### src/rtl/seq_mult_param.sv
// Shift-add sequential multiplier for unsigned or two's-complement operands.
// Stops early once the remaining multiplier bits are zero; start/busy/done handshake.
module seq_mult_param #(
    parameter int unsigned WIDTH = 4
) (
    input  logic               clk,
    input  logic               reset,
    input  logic               start,
    input  logic [WIDTH-1:0]   a,
    input  logic [WIDTH-1:0]   b,
    input  logic               signed_mode,
    output logic               busy,
    output logic               done,
    output logic [2*WIDTH-1:0] product
);

    localparam int unsigned PW = 2 * WIDTH;

    typedef enum logic [1:0] {
        StIdle,
        StRun,
        StFinish
    } state_e;

    state_e           state_q, state_d;
    logic [PW-1:0]    ma_q, ma_d;
    logic [PW-1:0]    acc_q, acc_d, acc_next;
    logic [PW-1:0]    product_q, product_d;
    logic [WIDTH-1:0] mb_q, mb_d;
    logic [WIDTH-1:0] abs_a, abs_b;
    logic             neg_q, neg_d;
    logic             accept;

    // Most-negative operand maps to 2^(WIDTH-1), which still fits unsigned.
    always_comb begin
        abs_a = (signed_mode && a[WIDTH-1]) ? -a : a;
        abs_b = (signed_mode && b[WIDTH-1]) ? -b : b;
    end

    assign accept = start && ((state_q == StIdle) || (state_q == StFinish));

    always_comb begin
        state_d   = state_q;
        ma_d      = ma_q;
        mb_d      = mb_q;
        acc_d     = acc_q;
        neg_d     = neg_q;
        product_d = product_q;
        acc_next  = acc_q + (mb_q[0] ? ma_q : '0);

        case (state_q)
            StIdle, StFinish: begin
                if (accept) begin
                    ma_d  = {{WIDTH{1'b0}}, abs_a};
                    mb_d  = abs_b;
                    acc_d = '0;
                    neg_d = signed_mode & (a[WIDTH-1] ^ b[WIDTH-1]);
                    if (abs_b == '0) begin
                        state_d   = StFinish;
                        product_d = '0;
                    end else begin
                        state_d = StRun;
                    end
                end else if (state_q == StFinish) begin
                    state_d = StIdle;
                end
            end
            StRun: begin
                acc_d = acc_next;
                ma_d  = ma_q << 1;
                mb_d  = mb_q >> 1;
                if (mb_d == '0) begin
                    state_d   = StFinish;
                    product_d = neg_q ? -acc_next : acc_next;
                end
            end
            default: state_d = StIdle;
        endcase
    end

    always_ff @(posedge clk) begin
        if (reset) begin
            state_q   <= StIdle;
            ma_q      <= '0;
            mb_q      <= '0;
            acc_q     <= '0;
            neg_q     <= 1'b0;
            product_q <= '0;
        end else begin
            state_q   <= state_d;
            ma_q      <= ma_d;
            mb_q      <= mb_d;
            acc_q     <= acc_d;
            neg_q     <= neg_d;
            product_q <= product_d;
        end
    end

    assign busy    = (state_q != StIdle);
    assign done    = (state_q == StFinish);
    assign product = product_q;

endmodule

### config.mk
export PLATFORM = sky130hd
export DESIGN_NAME = seq_mult_param
export DESIGN_NICKNAME = d
export VERILOG_FILES = /design/src/rtl/seq_mult_param.sv
export SDC_FILE = /design/constraint.sdc
export NUM_CORES = 1
export LEC_CHECK = 0
export CAP_MARGIN = 20
export CORE_MARGIN = 2
export CORE_UTILIZATION = 25
export CTS_CLUSTER_SIZE = 40
export DETAILED_ROUTE_END_ITERATION = 8
export PLACE_DENSITY = 0.46
export SYNTH_ARGS = -nofsm -noshare
export SYNTH_HDL_FRONTEND = slang
export SYNTH_SLANG_ARGS = --single-unit
### constraint.sdc
create_clock -name clk -period 4.3 [get_ports clk]
set_clock_uncertainty 0.05 [all_clocks]
set_input_delay 0.43 -clock clk [delete_from_list [all_inputs] [get_ports clk]]
set_output_delay 0.43 -clock clk [all_outputs]
set_load 0.005 [all_outputs]
Word level (Yosys, flattened, before mapping). Index checks and enable logic that the tools add are counted.

Bits in registers: 31. Input port bits: 12. Output and inout bits: 10.

$add $sub $neg: 4. Eq/ne operators: 6. Mux-type cells: 19. Bitwise operators: 2. Reduce and logical (&&, ||, !) cells: 14.

Operators with widths (count): two-way mux 8 bit (7); case mux 8 bit (2 select lines) (3); two-way mux 4 bit (3); adder 8 bit (1); logical NOT 4 bit (2); two-way mux 2 bit (4); negation 4 bit (2); negation 8 bit (1); case mux 4 bit (2 select lines) (1); != test 2 bit, second input constant (3); AND reduction 2 bit (3); case mux 2 bit (2 select lines) (1); AND reduction 4 bit (1); nonzero test 2 bit (2); logical AND 1 bit (3); != test 3 bit, second input constant (1); == test 2 x 1 -> 1 bit, second input constant (1); == test 2 bit, second input constant (1); logical NOT 2 bit (1); OR reduction 2 bit (1); bitwise AND 1 bit (1); logical OR 1 bit (1); XOR 1 bit (1).

Depth between registers and ports, before layout. Gate-level depths: netlist of the first run.

Depth after elaboration: 6. Gate-level depth with buffers: 10. Depth with buffers taken out: 10.

Least setup slack after synthesis of the first run. Ideal clock, no wire load.

Kind: flip-flop to flip-flop. From: register mb_q[0]. To: register product_q[7] (netlist: product[7]). Data arrival time: 2.573 ns. Path slack: 1.592 ns. Cell stages (with the launch flop): 10. Path buffers: 0. Path through: dfxtp_1 and2_1 ha_1 fa_1 a211o_1 a21oi_2 o221ai_2 or4_4 and4_4 o31ai_2.

Longest elaborated chain between the ends: 6.

Ends and longest elaborated chain: start: declaration (RTL line 29) `logic [WIDTH-1:0] mb_q, mb_d;`; start signal: assignment (RTL line 92) `mb_q <= mb_d;`; two-way mux 8 bit (*) (RTL line 49) `acc_next = acc_q + (mb_q[0] ? ma_q : '0);`; adder 8 bit (*) (RTL line 49); negation 8 bit (RTL line 74) `product_d = neg_q ? -acc_next : acc_next;`; two-way mux 8 bit (*) (RTL line 74); two-way mux 8 bit (*) (RTL line 72) `if (mb_d == '0) begin`; case mux 8 bit (2 select lines) (*) (RTL line 51) `case (state_q)`; end signal: assignment (RTL line 95) `product_q <= product_d;`; end: declaration (RTL line 28) `logic [PW-1:0] product_q, product_d;`.

Mark *: on every way between the ends. The rest lies on a longest branch, timed or not. The select of a mux whose other input is x is not followed. A chain may end at the register's enable or synchronous reset.

Worst setup path in the final report of the first run. Same ends and word-level chain as after synthesis.

==> summary.md, run 1 <==
| Metric | Value |
|---|---|
| Status | complete, no violations |
| Post-synthesis adder-cell area fraction | 8.37% |
| Vias | around 1600 |
| Final Setup Violations | 0 |
| Global-route wire length before repair | between 7 and 8 mm |
| Yosys cell types | 51 |
| Worst path required time | about 4.5 ns |
| Worst path top cell family by delay | simple AND/OR/NAND/NOR gates |
| GPL Wtd Cong | between 0.8 and 0.9 |
| Setup TNS | 0 ns |
| Simple-gate share of the synthesized area | 25.4% |
| Largest net degree at the start of global routing | 31 |
| Synth Flop Type | dfxtp_1 |
| Port Buffers | 21 |
| GR Util met1 | between 10% and 20% |
| R2R Path Start | mb_q[0]$_SDFFE_PP0P_ |
| # clock sinks | 31 |
| Startpoint types | register |
| Vias/cell | 4.74 |
| CTS HTree Levels | 2 |
| Area share of the largest cell type after synthesis | ~33% |
| Clock Pin Slew Worst Setup and Hold Paths | approximately 0.070 ns |
| Synth Instances | 228 |
| I/O pin cnt | 22 |
| Worst-path fanout max | 9 |
| Fin cells | roughly 350 |
| Hold crit path type | reg2reg |
| Core footprint | roughly 7300 um2 |
| Fillcell total | roughly 800 |
| Die W | between 90 and 100 um |
| Maxcap violations | 0 |
| Maximum vdd drop | roughly 0.000096 V |
| Achievable Freq | 349 MHz |
| Worst setup path category | reg2reg |
| Die Footprint | just over 8000 um2 |
| YS warnings | 0 |
| Final-stage net count | 272 |
| Drt wl/cell | 12.8 um |
| Final Cycle Share | 66.7% |
| Crit-path slowest cell | or4_4 |
| Xor/xnor share of the synthesized area | between 5 and 6% |
| Final Critical Period | 2.87 ns |
| Post-Synthesis Net Count | about 250 |
| EDFF count, synth | 0 |
| Layout cells sized above 1 | between 10% and 20% |
| Num rows | 31 |
| Post-synthesis compound-gate area fraction | about 23% |
| Mapped Avg Cell Area | 8.26 um2 |
| DRT iter0 DRCs | between 60 and 70 |
| Grt total ovfl | 0 |
| Post-placement cell count | 340 |
| Hold Path Origin | product[5]$_SDFFE_PP0P_ |
| Most frequent cells in the layout | 31 x dfxtp_1, 28 x nor2_1, 21 x clkdlybuf4s50_1 |
| Initial antenna violation count | 0 |
| Max-slew violations | 0 |
| Antenna cells | 0 |
| Detail Route Antenna Nets | 0 |
| Most common cell after layout, fill and taps aside | dfxtp_1 |
| Worst EP arrival | roughly 3 ns |
| Max clock buf depth | 2 |
| Die height | slightly above 90 um |
| Post-CTS Setup Inserts | 0 |
| Busiest grt layer | met2 |
| Crit end category | register |
| WL final | about 4.5 mm |
| WP buf/inv | 0 |
| DPL Wire Length | about 3.3 mm |
| Worst Tran Pin Value | roughly 0.9 ns |
| #FFs+latches synth | 31 |
| Initial Util | 25.8% |
| 1st-pass router iterations | 4 |
| GRT Total Usage | a little under an eighth |
| Hold buffers post-CTS | 0 |
| Largest family of logic cells by synthesized area | simple AND/OR/NAND/NOR gates |
| Vias in the first global route | ~1700 |
| TritonCTS buffer count | 5 |
| Netlist Area Pre-Place | approximately 1900 um2 |
| Largest area contributor in the netlist | dfxtp_1 |
| Sequential-to-total area share from yosys stat | 32.9% |
| Pleak | 0.000880 uW |
| RSZ-0062 raised after global routing | false |
| CTS tree | done |
| Final Hold Fails | 0 |
| Clock Latency Late Sink | 0.29 ns |
| Post-synthesis mux area share | less than 1% |
| Cts repair resizes | 0 |
| Crit path from | mb_q[0]$_SDFFE_PP0P_ |
| Worst-path cell chain | and2_1 > ha_1 > fa_1 > a211o_1 > a21oi_2 > o221ai_2 > or4_4 > and4_4 > o31ai_2 |
| Synth top area cells | dfxtp_1 33%, ha_1 7.3%, a22oi_1 6.0%, nor2_1 5.6%, a21oi_1 4.5% |
| Met2 usage | roughly 17% |
| Clock tree root buffer cell | clkbuf_8 |
| DRC violations left | 0 |
| CP max stage delay | approximately 0.52 ns |
| Relative slew slack | 39.3% |
| FFs w/ async S/R, synth | 0% |
| Met3 Track Usage GR | around 2.5% |
| Area delta synth->final | 21.7% |
| Cell Pwr Density | between 200 and 300 nW/um2 |
-- final timing paths --
kind / depth (start not counted) / slack, ns / to
worst max-delay path: 9 / 1.43 / product[7]$_SDFFE_PP0P_
worst min-delay path: 2 / 0.41 / product[5]$_SDFFE_PP0P_
worst min register to register: 2 / 0.41 / product[5]$_SDFFE_PP0P_
worst max register to register: 9 / 1.43 / product[7]$_SDFFE_PP0P_
-- cell families (layout without fill, tap and decap cells) --
group,after synthesis,count (layout)
fa+ha+maj,12,12
simple gates,93,93
compound gates,58,58
buf+inv,22,43
xor+xnor,11,11
mux,1,1
flops,31,31
-- cell type report --
| class | count | area, um2 | area share (%) |
|---|---|---|---|
| multi-input combinational | 175 | 1170 | 51.1 |
| tap | 99 | 124 | 5.40 |
| sequential | 31 | 621 | 27.1 |
| clock inverter | 1 | 7.51 | 0.327 |
| clock buffer | 7 | 96.3 | 4.20 |
| timing repair buffer | 24 | 233 | 10.1 |
| inverter | 11 | 41.3 | 1.80 |
-- registers in the layout (all words and copies together) (netlist names) --
| signal | cells |
|---|---|
| product | 8 |
| acc_q | 8 |
| neg_q | 1 |
| state_q | 2 |
| ma_q | 8 |
| mb_q | 4 |
-- synth_stat cells, types with 4 or more instances --
master,number
inv_1,11
nor2_1,28
clkbuf_1,10
nand2_1,20
and2_1,7
a22oi_1,15
xor2_1,8
nand3_1,6
nor2b_1,6
o21ai_0,4
a21oi_1,17
ha_1,11
dfxtp_1,31
nor3_1,5
-- tightest hold or removal path: stages (launching register included) --
cell     delay [ns]
dfxtp_1        0.33
nand2_1        0.04
o21ai_0        0.05
-- metal layers --
metal | up-vias | wire [um]
met4 | 0 | 108
met2 | 32 | 1840
met5 | - | 0
met1 | 752 | 2370
met3 | 8 | 142
li1 | 856 | -
-- per-stage QoR --
step	worst slack (ns)	util [%]	instance area, um2	total power [uW]	hold slack, ns
after CTS	1.43	31.5	2290	659	0.408
final	1.43	31.5	2290	648	0.405
after detailed placement	1.40	30.0	2190	395	0.397
after global routing	1.28	31.5	2290	685	0.430
after floorplan	1.59	-	1880	362	0.391
after global placement	1.46	30.0	2190	396	0.393
-- power by group --
| part | switching [uW] | internal, uW | total [uW] | leakage, uW |
|---|---|---|---|---|
| Combinational | 49.4 | 35.9 | 85.3 | 0.000578 |
| Sequential | 7.95 | 295 | 303 | 0.000251 |
| Clock | 114 | 145 | 260 | 0.0000505 |
Note: power is estimated with default switching activity, not from simulation.
==> inputs of run 2 (changes only) <==
--- a/config.mk
+++ b/config.mk
@@ -10,7 +10,7 @@
 export CORE_UTILIZATION = 25
 export CTS_CLUSTER_SIZE = 40
 export DETAILED_ROUTE_END_ITERATION = 8
-export PLACE_DENSITY = 0.46
+export PLACE_DENSITY = 0.47
 export SYNTH_ARGS = -nofsm -noshare
 export SYNTH_HDL_FRONTEND = slang
 export SYNTH_SLANG_ARGS = --single-unit
==> constraint.sdc (replaced) <==
create_clock -name clk -period 2.6 [get_ports clk]
set_clock_uncertainty 0.05 [all_clocks]
set_input_delay 0.26 -clock clk [delete_from_list [all_inputs] [get_ports clk]]
set_output_delay 0.26 -clock clk [all_outputs]
set_load 0.005 [all_outputs]
==> summary.md, run 2 (synthesized netlist as in run 1, its figures left out) <==
| Metric | Value |
|---|---|
| Worst EP arrival | 2.70 ns (-0.33 ns) |
| Sw Ratio | 24.3% (-2.2 points) |
| Grt total ovfl | 0 (unchanged) |
| Worst Tran Pin Value | 0.666 ns (-0.232 ns) |
| Cell Pwr Density | 473 nW/um2 (+67%) |
| Final Cycle Share | 97.7% (+31 points) |
| Clock Pin Slew Worst Setup and Hold Paths | 0.07 ns (about the same) |
| Drt wl/cell | 12.0 um (-6.5%) |
| Multi-input gate area | 1210 um2 (+3.2%) |
| Max-slew violations | 0 (unchanged) |
| Area delta synth->final | 28.1% |
| I/O pin cnt | 22 (unchanged) |
| Die Footprint | 8250 um2 (unchanged) |
| Die height | 90.8 um (unchanged) |
| Startpoint types | register |
| Min-Delay Endpoint | product[6]$_SDFFE_PP0P_ |
| Port Buffers | 21 (unchanged) |
| Maximum vdd drop | 0.000159 V (+67%) |
| Highest Signal Layer | met4 |
| Critical R2R Capture | product[7]$_SDFFE_PP0P_ |
| Reg2reg setup slack | 0.06 ns (-1.37 ns) |
| Fillcell total | 785 (-4.7%) |
| Post-route cell area | 2410 um2 (+5.2%) |
| Routed wl met2 | 2.00 mm (+8.7%) |
| Final-stage net count | 281 (+3.3%) |
| GRT Total Usage | 11.3% (-0.45 points) |
| WL met1 | 2.04 mm (-14%) |
| DP Area | 2260 um2 (+3.4%) |
| Worst hold path stage count | 2 (unchanged) |
| Hold slack | 0.403 ns (-0.00263 ns) |
| Layout cells sized above 1 | 15.5% (+5.1 points) |
| GPL Wtd Cong | 0.751 (-9.8%) |
| Pleak | 0.000932 uW (+6.0%) |
| DPL Wire Length | 3.27 mm (-1.7%) |
| Num rows | 31 (unchanged) |
| Worst setup path category | reg2reg |
| Seq pwr share | 43.8% (-2.9 points) |
| Initial Util | 25.8% (unchanged) |
| Setup TNS | 0 ns (unchanged) |
| Global-route wire length before repair | 7.59 mm (-1.9%) |
| Vias | 1701 (+3.2%) |
| Core footprint | 7290 um2 (unchanged) |
| Hold Path Origin | product[6]$_SDFFE_PP0P_ |
| Vias/cell | 4.76 (+0.61%) |
| Status | complete, no violations |
| Internal Pwr Total | 864 uW (+82%) |
| Worst Slack Setup Final | 0.0597 ns (-1.37 ns) |
| CTS tree | done |
| CTS HTree Levels | 2 (unchanged) |
| Initial antenna violation count | 0 (unchanged) |
| # clock sinks | 31 (unchanged) |
| Crit end category | register |
| Dpl ws | -0.0110 ns (-1.41 ns) |
| R2R Path Start | mb_q[0]$_SDFFE_PP0P_ |
| Final Setup Violations | 0 (unchanged) |
| Met3 Wirelength | 171 um (+20%) |
| WL final | 4.27 mm (-4.1%) |
| Comb power frac | 13.0% (-0.2 points) |
| Detail Route Antenna Nets | 0 (unchanged) |
| Most common cell after layout, fill and taps aside | dfxtp_1 |
| 1st-pass router iterations | 8 (+4) |
| Maxcap violations | 0 (unchanged) |
| RSZ-0062 raised after global routing | true |
| Final Hold Fails | 0 (unchanged) |
| Most frequent cells in the layout | 30 x dfxtp_1, 28 x nor2_1, 21 x clkdlybuf4s50_1 |
| TritonCTS buffer count | 5 (unchanged) |
| Relative slew slack | 55.4% (+16 points) |
| Die W | 90.8 um (unchanged) |
| Worst-path fanout max | 4 (-5) |
| Antenna cells | 0 (unchanged) |
| Worst path required time | 2.76 ns (-1.70 ns) |
| Post-CTS Setup Inserts | 0 (unchanged) |
| NetSw | 277 uW (+61%) |
| Utilization after layout | 33.1% (+1.6 points) |
| Clock tree root buffer cell | clkbuf_8 |
| Clk pwr share | 43.2% (+3.1 points) |
| Vias in the first global route | 1692 (+1.6%) |
| Sequential cell area | 622 um2 (+0.20%) |
| Worst r2r path cells | 9 (unchanged) |
| Largest net degree at the start of global routing | 27 (-13%) |
| Hold crit path type | reg2reg |
| Max clock buf depth | 2 (unchanged) |
| Achievable Freq | 394 MHz (+13%) |
| Clock Latency Late Sink | 0.28 ns (about the same) |
| DRC violations left | 0 (unchanged) |
| Final Critical Period | 2.54 ns (-0.329 ns) |
| DRT iter0 DRCs | 90 (+41%) |
==> run 2: critical path, stage by stage (launching register included) <==
cell and delay, ns:
dfxtp_2 0.33, and2_4 0.14, ha_4 0.15, fa_2 0.34
a211o_1 0.37, nand4_1 0.13, o311ai_2 0.12, or4_4 0.53
and4_4 0.16, o31ai_2 0.15
==> run 2: cell type report <==
cell class	instances	area share, %
inverter	11	1.71
sequential	31	25.8
tap	99	5.13
clock inverter	2	1.45
clock buffer	6	3.42
multi-input combinational	175	50.1
timing repair buffer	33	12.4
==> run 2: worst max path at each step <==
stage                                          to  cells past startpoint                  from
after floorplan           product[7]$_SDFFE_PP0P_                      9  mb_q[0]$_SDFFE_PP0P_
after global placement    product[7]$_SDFFE_PP0P_                      9  mb_q[0]$_SDFFE_PP0P_
after detailed placement  product[7]$_SDFFE_PP0P_                      9  mb_q[0]$_SDFFE_PP0P_
after CTS                 product[7]$_SDFFE_PP0P_                      9  mb_q[0]$_SDFFE_PP0P_
after global routing      product[7]$_SDFFE_PP0P_                      9  mb_q[0]$_SDFFE_PP0P_
final                     product[7]$_SDFFE_PP0P_                      9  mb_q[0]$_SDFFE_PP0P_
==> run 2: power groups by stage <==
stage               Clock [uW]  Combinational [uW]  Sequential (uW)
floorplan                    0                91.7              507
global placement             0                 150              511
detailed placement           0                 149              511
CTS                        511                 149              500
global route               533                 167              503
finish                     493                 148              500
==> run 2: through the flow <==
step / total power (uW) / instances
finish: 1140 / 357
global placement: 661 / 349
CTS: 1160 / 357
detailed placement: 660 / 349
global route: 1200 / 357
floorplan: 598 / 228
==> run 2: layer usage <==
| metal | up-vias | track usage, % |
|---|---|---|
| li1 | 867 | - |
| met2 | 37 | 19.0 |
| met1 | 789 | 13.7 |
| met3 | 8 | 3.01 |
| met4 | 0 | 4.17 |
| met5 | - | 0 |
==> run 2: timing repair <==
item / 4_1_cts / 5_1_grt
pin swaps: 1 / 6
hold buffers: 0 / 0
setup endpoints to repair: 1 / 2
gates resized for setup: 0 / 5
==> inputs of run 3 (changes only) <==
--- a/config.mk
+++ b/config.mk
@@ -6,11 +6,14 @@
 export NUM_CORES = 1
 export LEC_CHECK = 0
 export CAP_MARGIN = 20
+export CELL_PAD_IN_SITES_DETAIL_PLACEMENT = 1
+export CELL_PAD_IN_SITES_GLOBAL_PLACEMENT = 1
 export CORE_MARGIN = 2
 export CORE_UTILIZATION = 25
 export CTS_CLUSTER_SIZE = 40
 export DETAILED_ROUTE_END_ITERATION = 8
-export PLACE_DENSITY = 0.47
+export PLACE_DENSITY = 0.58
+export SKIP_LAST_GASP = 1
 export SYNTH_ARGS = -nofsm -noshare
 export SYNTH_HDL_FRONTEND = slang
 export SYNTH_SLANG_ARGS = --single-unit
==> summary.md, run 3 (synthesized netlist as in run 1, its figures left out) <==
| Metric | Value |
|---|---|
| Status | complete, but fails checks |
| Failing checks | negative setup slack |
| Grt total ovfl | 0 (unchanged) |
| Max-slew violations | 0 (unchanged) |
| TritonCTS buffer count | 5 (unchanged) |
| Maxcap violations | 0 (unchanged) |
| Initial antenna violation count | 0 (unchanged) |
| Cell Pwr Density | 431 nW/um2 (-8.9%) |
| Vias in the first global route | 1803 (+6.6%) |
| CTS tree | done |
| DRT iter0 DRCs | 27 (-70%) |
| Clock tree root buffer cell | clkbuf_8 |
| Worst path required time | 2.75 ns (about the same) |
| Sw Ratio | 28.4% (+4.1 points) |
| CP max stage delay | 0.56 ns (+0.03 ns) |
| DRC violations left | 0 (unchanged) |
| # clock sinks | 31 (unchanged) |
| Hold Path Origin | product[5]$_SDFFE_PP0P_ |
| Initial Util | 25.8% (unchanged) |
| PnR Total Power | 1040 uW (-9.2%) |
| Post-placement cell count | 349 (unchanged) |
| Relative slew slack | 63.0% (+7.6 points) |
| Fin cells | 358 (+0.28%) |
| Antenna cells | 0 (unchanged) |
| Die W | 90.8 um (unchanged) |
| Worst r2r path cells | 9 (unchanged) |
| Achievable Freq | 382 MHz (-2.9%) |
| I/O pin cnt | 22 (unchanged) |
| Area delta synth->final | 27.7% |
| Comb power frac | 14.7% (+1.7 points) |
| Worst-path fanout max | 3 (-1) |
| Final Hold Fails | 0 (unchanged) |
| Final Setup Violations | 1 (+1) |
| NetSw | 294 uW (+6.2%) |
| Worst hold path stage count | 2 (unchanged) |
| Worst Tran Pin Value | 0.549 ns (-0.117 ns) |
| GPL Wtd Cong | 0.695 (-7.5%) |
| Hold slack | 0.403 ns (+0.000247 ns) |
| RSZ-0062 raised after global routing | true |
| Hold crit path type | reg2reg |
| Dpl ws | -0.0625 ns (-0.0515 ns) |
| Largest net degree at the start of global routing | 23 (-15%) |
| Startpoint types | register |
| Detail Route Antenna Nets | 0 (unchanged) |
| Port Buffers | 21 (unchanged) |
| Final Critical Period | 2.62 ns (+0.0747 ns) |
| Fillcell total | 900 (+15%) |
| Die height | 90.8 um (unchanged) |
| Worst Slack Setup Final | -0.0150 ns (-0.0747 ns) |
| Pleak | 0.000928 uW (-0.46%) |
| Vias | 1713 (+0.71%) |
| Die Footprint | 8250 um2 (unchanged) |
| Worst EP arrival | 2.77 ns (+0.07 ns) |
| Clock Latency Late Sink | 0.28 ns (about the same) |
| Final-stage net count | 282 (+0.36%) |
| DPL Wire Length | 3.61 mm (+10%) |
| WP depth | 9 (unchanged) |
| Layout cells sized above 1 | 17.0% (+1.5 points) |
| Crit path from | ma_q[0]$_SDFFE_PP0P_ |
| Clock Pin Slew Worst Setup and Hold Paths | 0.07 ns (about the same) |
| Drt wl/cell | 13.5 um (+12%) |
| Crit-path slowest cell | or4_4 |
| Worst setup path category | reg2reg |
| Internal Pwr Total | 742 uW (-14%) |
| Global-route wire length before repair | 8.28 mm (+9.1%) |
| Seq pwr share | 48.3% (+4.5 points) |
| 1st-pass router iterations | 4 (-4) |
| Final Cycle Share | 101% (+2.9 points) |
| Most frequent cells in the layout | 29 x dfxtp_1, 28 x nor2_1, 21 x clkdlybuf4s50_1 |
| Max clock buf depth | 2 (unchanged) |
| CTS HTree Levels | 2 (unchanged) |
| Num rows | 31 (unchanged) |
| Clk pwr share | 37.0% (-6.2 points) |
| Worst-path cell chain | and2_4 > ha_4 > fa_2 > a211o_1 > nand4_1 > o311ai_2 > or4_4 > and4_4 > o31ai_4 |
| Worst path top cell family by delay | simple AND/OR/NAND/NOR gates |
| Vias/cell | 4.78 (+0.42%) |
| WL final | 4.82 mm (+13%) |
| WP buf/inv | 0 (unchanged) |
| Maximum vdd drop | 0.000179 V (+12%) |
| Crit end category | register |
| R2R Path Start | ma_q[0]$_SDFFE_PP0P_ |
| Core footprint | 7290 um2 (unchanged) |
| GRT Total Usage | 12.3% (+1.0 points) |
| Most common cell after layout, fill and taps aside | dfxtp_1 |
## run 3: cell types whose count changed in the layout (fill, tap and decap cells not counted), sizes merged
cell and delta:
bufinv -1, clkinvlp +1, buf +1
## run 3: final cells by class
class / instances / area (um2) / area share [%]
Clock inverter: 2 / 12.5 / 0.520
Tap cell: 99 / 124 / 5.15
Inverter: 11 / 41.3 / 1.72
Sequential cell: 31 / 623 / 25.9
Multi-Input combinational cell: 175 / 1220 / 50.9
Clock buffer: 6 / 72.6 / 3.02
Timing Repair Buffer: 34 / 308 / 12.8
## run 3: layer usage
metal / global-route usage, % / share of wire, % / vias to the layer above
li1: - / - / 872
met2: 21.2 / 46 / 22
met3: 2.50 / 2.6 / 2
met5: 0 / 0 / -
met1: 15.2 / 50 / 817
met4: 4.17 / 1.0 / 0
## run 3: path summary, 6_finish.rpt
kind,slack (ns),to
min reg2reg,0.40,product[5]$_SDFFE_PP0P_
max,-0.02,product[7]$_SDFFE_PP0P_
min,0.40,product[5]$_SDFFE_PP0P_
max reg2reg,-0.02,product[7]$_SDFFE_PP0P_
## run 3: power by group through the flow
stage	Clock [uW]	Sequential [uW]	Combinational (uW)
6_report	383	501	152
5_1_grt	419	503	171
4_1_cts	395	500	154
3_5_place_dp	0	511	152
3_3_place_gp	0	511	150
2_1_floorplan	0	507	91.7
## run 3: per-stage QoR
step,area [um2],setup TNS [ns],util [%]
after global routing,2410,-0.128,33.0
after floorplan,1890,-0.00491,-
final,2410,-0.0150,33.0
after CTS,2360,0,32.4
after global placement,2260,0,31.0
after detailed placement,2260,-0.0625,31.0
## run 3: timing repair
action                                  CTS  global route
endpoints found under the setup margin    1             2
resized for setup                         2             6
endpoints found under the hold margin     0             0
hold buffers                              0             0
pin swaps                                 4             6
buffers inserted                          0             1
## run 3: worst min-delay path, stage by stage (launching register included)
cell and delay (ns):
dfxtp_1 0.32, nand2_1 0.04, o21ai_0 0.05
==> RTL edit 1 (config.mk and constraints of run 3) <==
Encoding of `state_e`: now one-hot (3 bits for 3 states).
--- a/src/rtl/seq_mult_param.sv
+++ b/src/rtl/seq_mult_param.sv
@@ -17,8 +17,8 @@
     localparam int unsigned PW = 2 * WIDTH;
 
-    typedef enum logic [1:0] {
-        StIdle,
-        StRun,
-        StFinish
+    typedef enum logic [2:0] {
+        StIdle   = 3'b001,
+        StRun    = 3'b010,
+        StFinish = 3'b100
     } state_e;
 
Behaviour: same outputs for any inputs over 10 cycles, from zero or initial values and one cycle with reset high; not proved beyond that.
==> RTL edit 1 against run 3 <==
  * Setup slack better by 55 ps
  * Power is 4.0% higher
  * First-iteration DRC count is 110% higher
  * Utilization is 0.22 points higher
  * Maximum frequency is 2.1% higher
  * Cell area is 6.1% higher
  * Sequential cell count is 1 higher
  * Sequential power is 4% higher
  * Count of clock-buffer cells in the layout is 2 higher
  * Critical path depth stayed put
  * Area after synthesis is 4.7% higher
  * Clock power is 6.3% higher
  * Via count is 9.1% higher
  * Wire length is 19% higher
  * Largest cell class unchanged
==> RTL edit 1: results (changes against run 3) <==
{| class="wikitable"
! Metric !! Value
|-
| Biggest area contributors in the synthesized netlist || dfxtp_1, ha_1, a21oi_1
|-
| Hold Path Origin || product[4]
|-
| Global route overflow || 0 (unchanged)
|-
| Adder-Cell Fraction of Synth Area || 0.0799 (-0.00377)
|-
| Diode count || 0 (unchanged)
|-
| Met2 routed wirelength || 2670 um (+20%)
|-
| Global-route wire length before repair || 9400 um (+13%)
|-
| Post-route worst hold slack || 421 ps (+18.5 ps)
|-
| Slowest cell on the critical path || o41ai_4
|-
| GP Congestion || 0.785 (+13%)
|-
| Length in cells of the worst reg-to-reg path || 9 (unchanged)
|-
| Setup slack of the worst register-to-register path || 40 ps (+50 ps)
|-
| Cell count after placement || 370 (+6.0%)
|-
| Crit path max fanout || 4 (+1)
|-
| Share of post-route cells with drive strength above 1 || 0.151 (-0.0193)
|-
| Largest net degree at the start of global routing || 19 (-17%)
|-
| Cell count of the worst hold path || 2 (unchanged)
|-
| Arrival @ worst endpoint || 2720 ps (-50 ps)
|-
| Run status || finished clean
|-
| Compound-gate portion of the synthesized area || 0.234 (+0.00623)
|-
| WL met1 || 2910 um (+20%)
|-
| Synth Area in XOR/XNOR || 0.0399 (-0.0112)
|-
| Biggest cell delay along the critical path || 390 ps (-170 ps)
|-
| Detailed-placement wirelength estimate || 4240 um (+17%)
|-
| Cell family with most CP delay || compound AO/OA/AOI/OAI gates
|-
| Portion of synthesized cell area occupied by the leading cell type || 0.325 (-0.00468)
|-
| Number of global-route vias before repair || 1909 (+5.9%)
|-
| Worst slew margin || 0.661 (+0.0304)
|-
| Routed wire per std cell || 15.1 um (+12%)
|-
| Post-Synthesis Net Count || 272 (+7.9%)
|-
| Maximum ir drop on the vdd rail || 0.000154 V (-14%)
|-
| Number of filler instances in the final layout || 960 (+6.7%)
|-
| Sequential-to-total area share from yosys stat || 0.325 (-0.00468)
|-
| Net total in the final layout || 302 (+7.1%)
|-
| Share of synthesized area spent on multiplexers || 0.00761 (+0.00230)
|-
| Drt first-iter violations || 56 (+110%)
|-
| Worst Hold Path EP || product[4]
|-
| DR vias/cell || 4.91 (+2.5%)
|-
| Cell count after synthesis || 248 (+8.8%)
|-
| Top cell types by occurrence after synthesis || dfxtp_1, nor2_1, nand2_1
|-
| Final standard cell count with taps included and fillers excluded || 381 (+6.4%)
|-
| Routed wire length on met3 || 128 um (+4.1%)
|-
| Combined global-route utilization of all metal layers || 0.137 (+0.0140)
|-
| Reg-to-Reg Start || mb_q[0]
|-
| Leakage component of the power || 0.957 nW (+3.1%)
|}
==> RTL edit 1: changes by cell type after synthesis, moves of 3 or more <==
| cell | run 3 | this run |
|---|---|---|
| a21oi_1 | 17 | 24 |
| a221oi_1 | 3 | 6 |
| a22oi_1 | 15 | 6 |
| nand2_1 | 20 | 25 |
| nand3_1 | 6 | 20 |
| nand3b_1 | 1 | 4 |
| nor2b_1 | 6 | 2 |
| xor2_1 | 8 | 4 |
==> RTL edit 1: worst register-to-register path, stage by stage (launching register included) <==
cell and delay [ps]:
dfxtp_2 330, and2_4 160, ha_4 170, fa_2 380
a211o_4 380, a21o_1 240, o2bb2ai_4 150, o41ai_4 390
nand4b_1 130, o211ai_1 100
==> RTL edit 1: layer usage <==
metal,track usage,vias to the layer above
li1,-,947
met1,0.184,900
met2,0.225,20
met3,0.0244,2
met4,0.0368,0
met5,0,-
==> RTL edit 1: what timing repair did <==
item	4_1_cts	5_1_grt
resized for setup	1	14
pin swaps	0	6
buffers inserted	0	3
endpoints found under the hold margin	0	0
setup endpoints to repair	1	2
==> RTL edit 1: cell type report <==
| type | instances | share of cell area |
|---|---|---|
| flip-flops and latches | 32 | 0.251 |
| multi-input cells | 194 | 0.525 |
| inverters | 10 | 0.0147 |
| repair buffers | 35 | 0.123 |
| well taps | 102 | 0.0500 |
| clock buffers | 8 | 0.0353 |
==> RTL edit 1: logic make-up after synthesis <==
kind of cell / after synthesis
mux: 1
simple gates: 107
fa+ha+maj: 12
buf+inv: 22
compound gates: 65
xor+xnor: 9
flops: 32
==> RTL edit 1: report_power, final <==
part	total, mW	internal [mW]	switching, mW
Sequential	0.519	0.504	0.0153
Clock	0.407	0.216	0.191
Combinational	0.151	0.0654	0.0856
==> RTL edit 1: worst max-delay path by stage <==
stage,from,end,slack (ps),cells after the start
after detailed placement,mb_q[0],product[6],20,9
after floorplan,mb_q[0],product[6],130,9
after global placement,mb_q[0],product[6],80,9
after CTS,mb_q[0],product[6],2,9
final,mb_q[0],product[7],40,9
after global routing,mb_q[0],product[7],-70,9
==> RTL edit 1: per-stage QoR <==
| stage | util | TNS, ps | worst slack, ps | area [um^2] |
|---|---|---|---|---|
| after floorplan | - | 0 | 131 | 1970 |
| after global placement | 0.305 | 0 | 75.4 | 2350 |
| after detailed placement | 0.305 | 0 | 18.5 | 2350 |
| after CTS | 0.318 | 0 | 1.60 | 2450 |
| after global routing | 0.332 | -126 | -74.2 | 2550 |
| final | 0.332 | 0 | 39.6 | 2550 |
==> RTL edit 2 (config.mk and constraints of run 3) <==
Without the edit above. Put a register stage on the outputs `busy` and `done`, with the module's reset. The values now appear one clock later. The other outputs are not delayed to match.
--- a/src/rtl/seq_mult_param.sv
+++ b/src/rtl/seq_mult_param.sv
@@ -97,6 +97,13 @@
     end
 
-    assign busy    = (state_q != StIdle);
-    assign done    = (state_q == StFinish);
+    always_ff @(posedge clk) begin
+        if (reset) begin
+            busy <= '0;
+            done <= '0;
+        end else begin
+            busy <= (state_q != StIdle);
+            done <= (state_q == StFinish);
+        end
+    end
     assign product = product_q;
 
Check against the original RTL: not equivalent (Yosys sat finds a counterexample within 4 cycles, from zero or initial values and one cycle with reset high).
==> RTL edit 2 against run 3 <==
  * Maximum frequency is 4.7% higher
  * Setup slack better by 120 ps
  * Synthesized cell count fell by 1.3%
  * Wire length increased by 5.1%
  * Cell area rose by 0.99%
  * Largest power group unchanged
  * Global-route usage rose by 0.76 points
  * Critical path depth increased by 2
  * Worst hold slack barely moved
  * Sequential cell count grew 2
  * Power rose by 15%
  * Sequential share of layout area rose by 1.4 points
  * Area after synthesis increased by 0.13%
==> RTL edit 2: results (changes against run 3) <==
{| class="wikitable"
! Metric !! Value
|-
| Reg-to-Reg Start || ma_q[0]
|-
| Detailed-placement wirelength estimate || 3820 um (+5.7%)
|-
| Combined global-route utilization of all metal layers || 0.130 (+0.00763)
|-
| Top cell types by occurrence after synthesis || dfxtp_1, nor2_1, a21oi_1, a22oi_1, nand2_1
|-
| Total via count in the routed design || 1714 (+0.058%)
|-
| Global-route wire length before repair || 8700 um (+5.1%)
|-
| Biggest area contributors in the synthesized netlist || dfxtp_1, ha_1, a22oi_1
|-
| Number of library cell types mapped by synthesis || 43 (-16%)
|-
| Slowest cell on the critical path || fa_2
|-
| Run status || finished clean
|-
| Routed wire per std cell || 14.3 um (+6.3%)
|-
| Share of post-route cells with drive strength above 1 || 0.149 (-0.0209)
|-
| Arrival @ worst endpoint || 2630 ps (-140 ps)
|-
| Met2 routed wirelength || 2390 um (+7.4%)
|-
| Final standard cell count with taps included and fillers excluded || 354 (-1.1%)
|-
| Post-Synthesis Net Count || 249 (-1.2%)
|-
| Cell count after synthesis || 225 (-1.3%)
|-
| Leakage component of the power || 0.952 nW (+2.6%)
|-
| Source-to-sink clock delay at the later pin of the worst-skew pair || 290 ps
|-
| WL met1 || 2460 um (+1.8%)
|-
| Drt first-iter violations || 55 (+100%)
|-
| Clock Tree Root || clkbuf_8
|-
| Pre-CTS WS || -10.7 ps (+51.8 ps)
|-
| Number of filler instances in the final layout || 876 (-2.7%)
|-
| Total cell area at the placement stage || 2250 um^2 (-0.50%)
|-
| Crit path max fanout || 4 (+1)
|-
| Launching element type of the critical path || flop
|-
| Hold Path Origin || product[7]
|-
| Net total in the final layout || 278 (-1.4%)
|-
| Transition at the pin with the smallest max-transition slack || 468 ps (-81.0 ps)
|-
| Sequential-to-total area share from yosys stat || 0.350 (+0.0208)
|-
| Cell family with most CP delay || adder cells
|-
| GP Congestion || 0.926 (+33%)
|-
| Cell count after placement || 344 (-1.4%)
|-
| Tightest Hold Check Type || flop to flop
|-
| Biggest cell delay along the critical path || 480 ps (-80 ps)
|-
| Largest net degree at the start of global routing || 21 (-8.7%)
|}
## RTL edit 2: layout make-up
type,count,area [um^2],area share
Multi-Input combinational cell,171,1190,0.489
Sequential cell,33,663,0.273
Timing Repair Buffer,33,300,0.124
Tap cell,99,124,0.0510
Clock buffer,7,86.3,0.0355
Inverter,10,37.5,0.0154
Clock inverter,1,30.0,0.0124
## RTL edit 2: cell families after synthesis
logic type | Yosys count | share of synthesized area
simple gates | 82 | 0.208
compound gates | 65 | 0.259
flops | 33 | 0.350
buf+inv | 21 | 0.0431
fa+ha+maj | 12 | 0.0836
xor+xnor | 11 | 0.0511
mux | 1 | 0.00531
## RTL edit 2: where the power goes
| group | total, mW | internal (mW) | switching [mW] |
|---|---|---|---|
| Sequential | 0.532 | 0.520 | 0.0124 |
| Clock | 0.507 | 0.313 | 0.195 |
| Combinational | 0.154 | 0.0665 | 0.0879 |
| Total | 1.19 | 0.899 | 0.295 |
## RTL edit 2: path summary, 6_finish.rpt
check        slack (ps)          to  cells past startpoint
max reg2reg         100  product[4]                     11
max                 100  product[4]                     11
min reg2reg         400  product[7]                      2
min                 400  product[7]                      2
## RTL edit 2: routing by layer
layer  global-route usage  up-vias
met5                    0        -
met4               0.0404        0
met3               0.0334        7
met2                0.216       25
met1                0.166      829
li1                     -      853
## RTL edit 2: worst register-to-register path: stages (launching register included)
cell,delay (ps)
dfxtp_2,340
and2_1,130
ha_2,200
fa_2,480
inv_1,80
ha_2,170
inv_1,40
or2_2,320
o21bai_4,190
o2111a_1,180
o21ai_2,150
a21oi_1,70
## RTL edit 2: what timing repair did
item	4_1_cts	5_1_grt
resized for setup	1	12
setup buffers	0	2
hold buffers	0	0
pin swaps	0	8
endpoints found under the setup margin	1	3
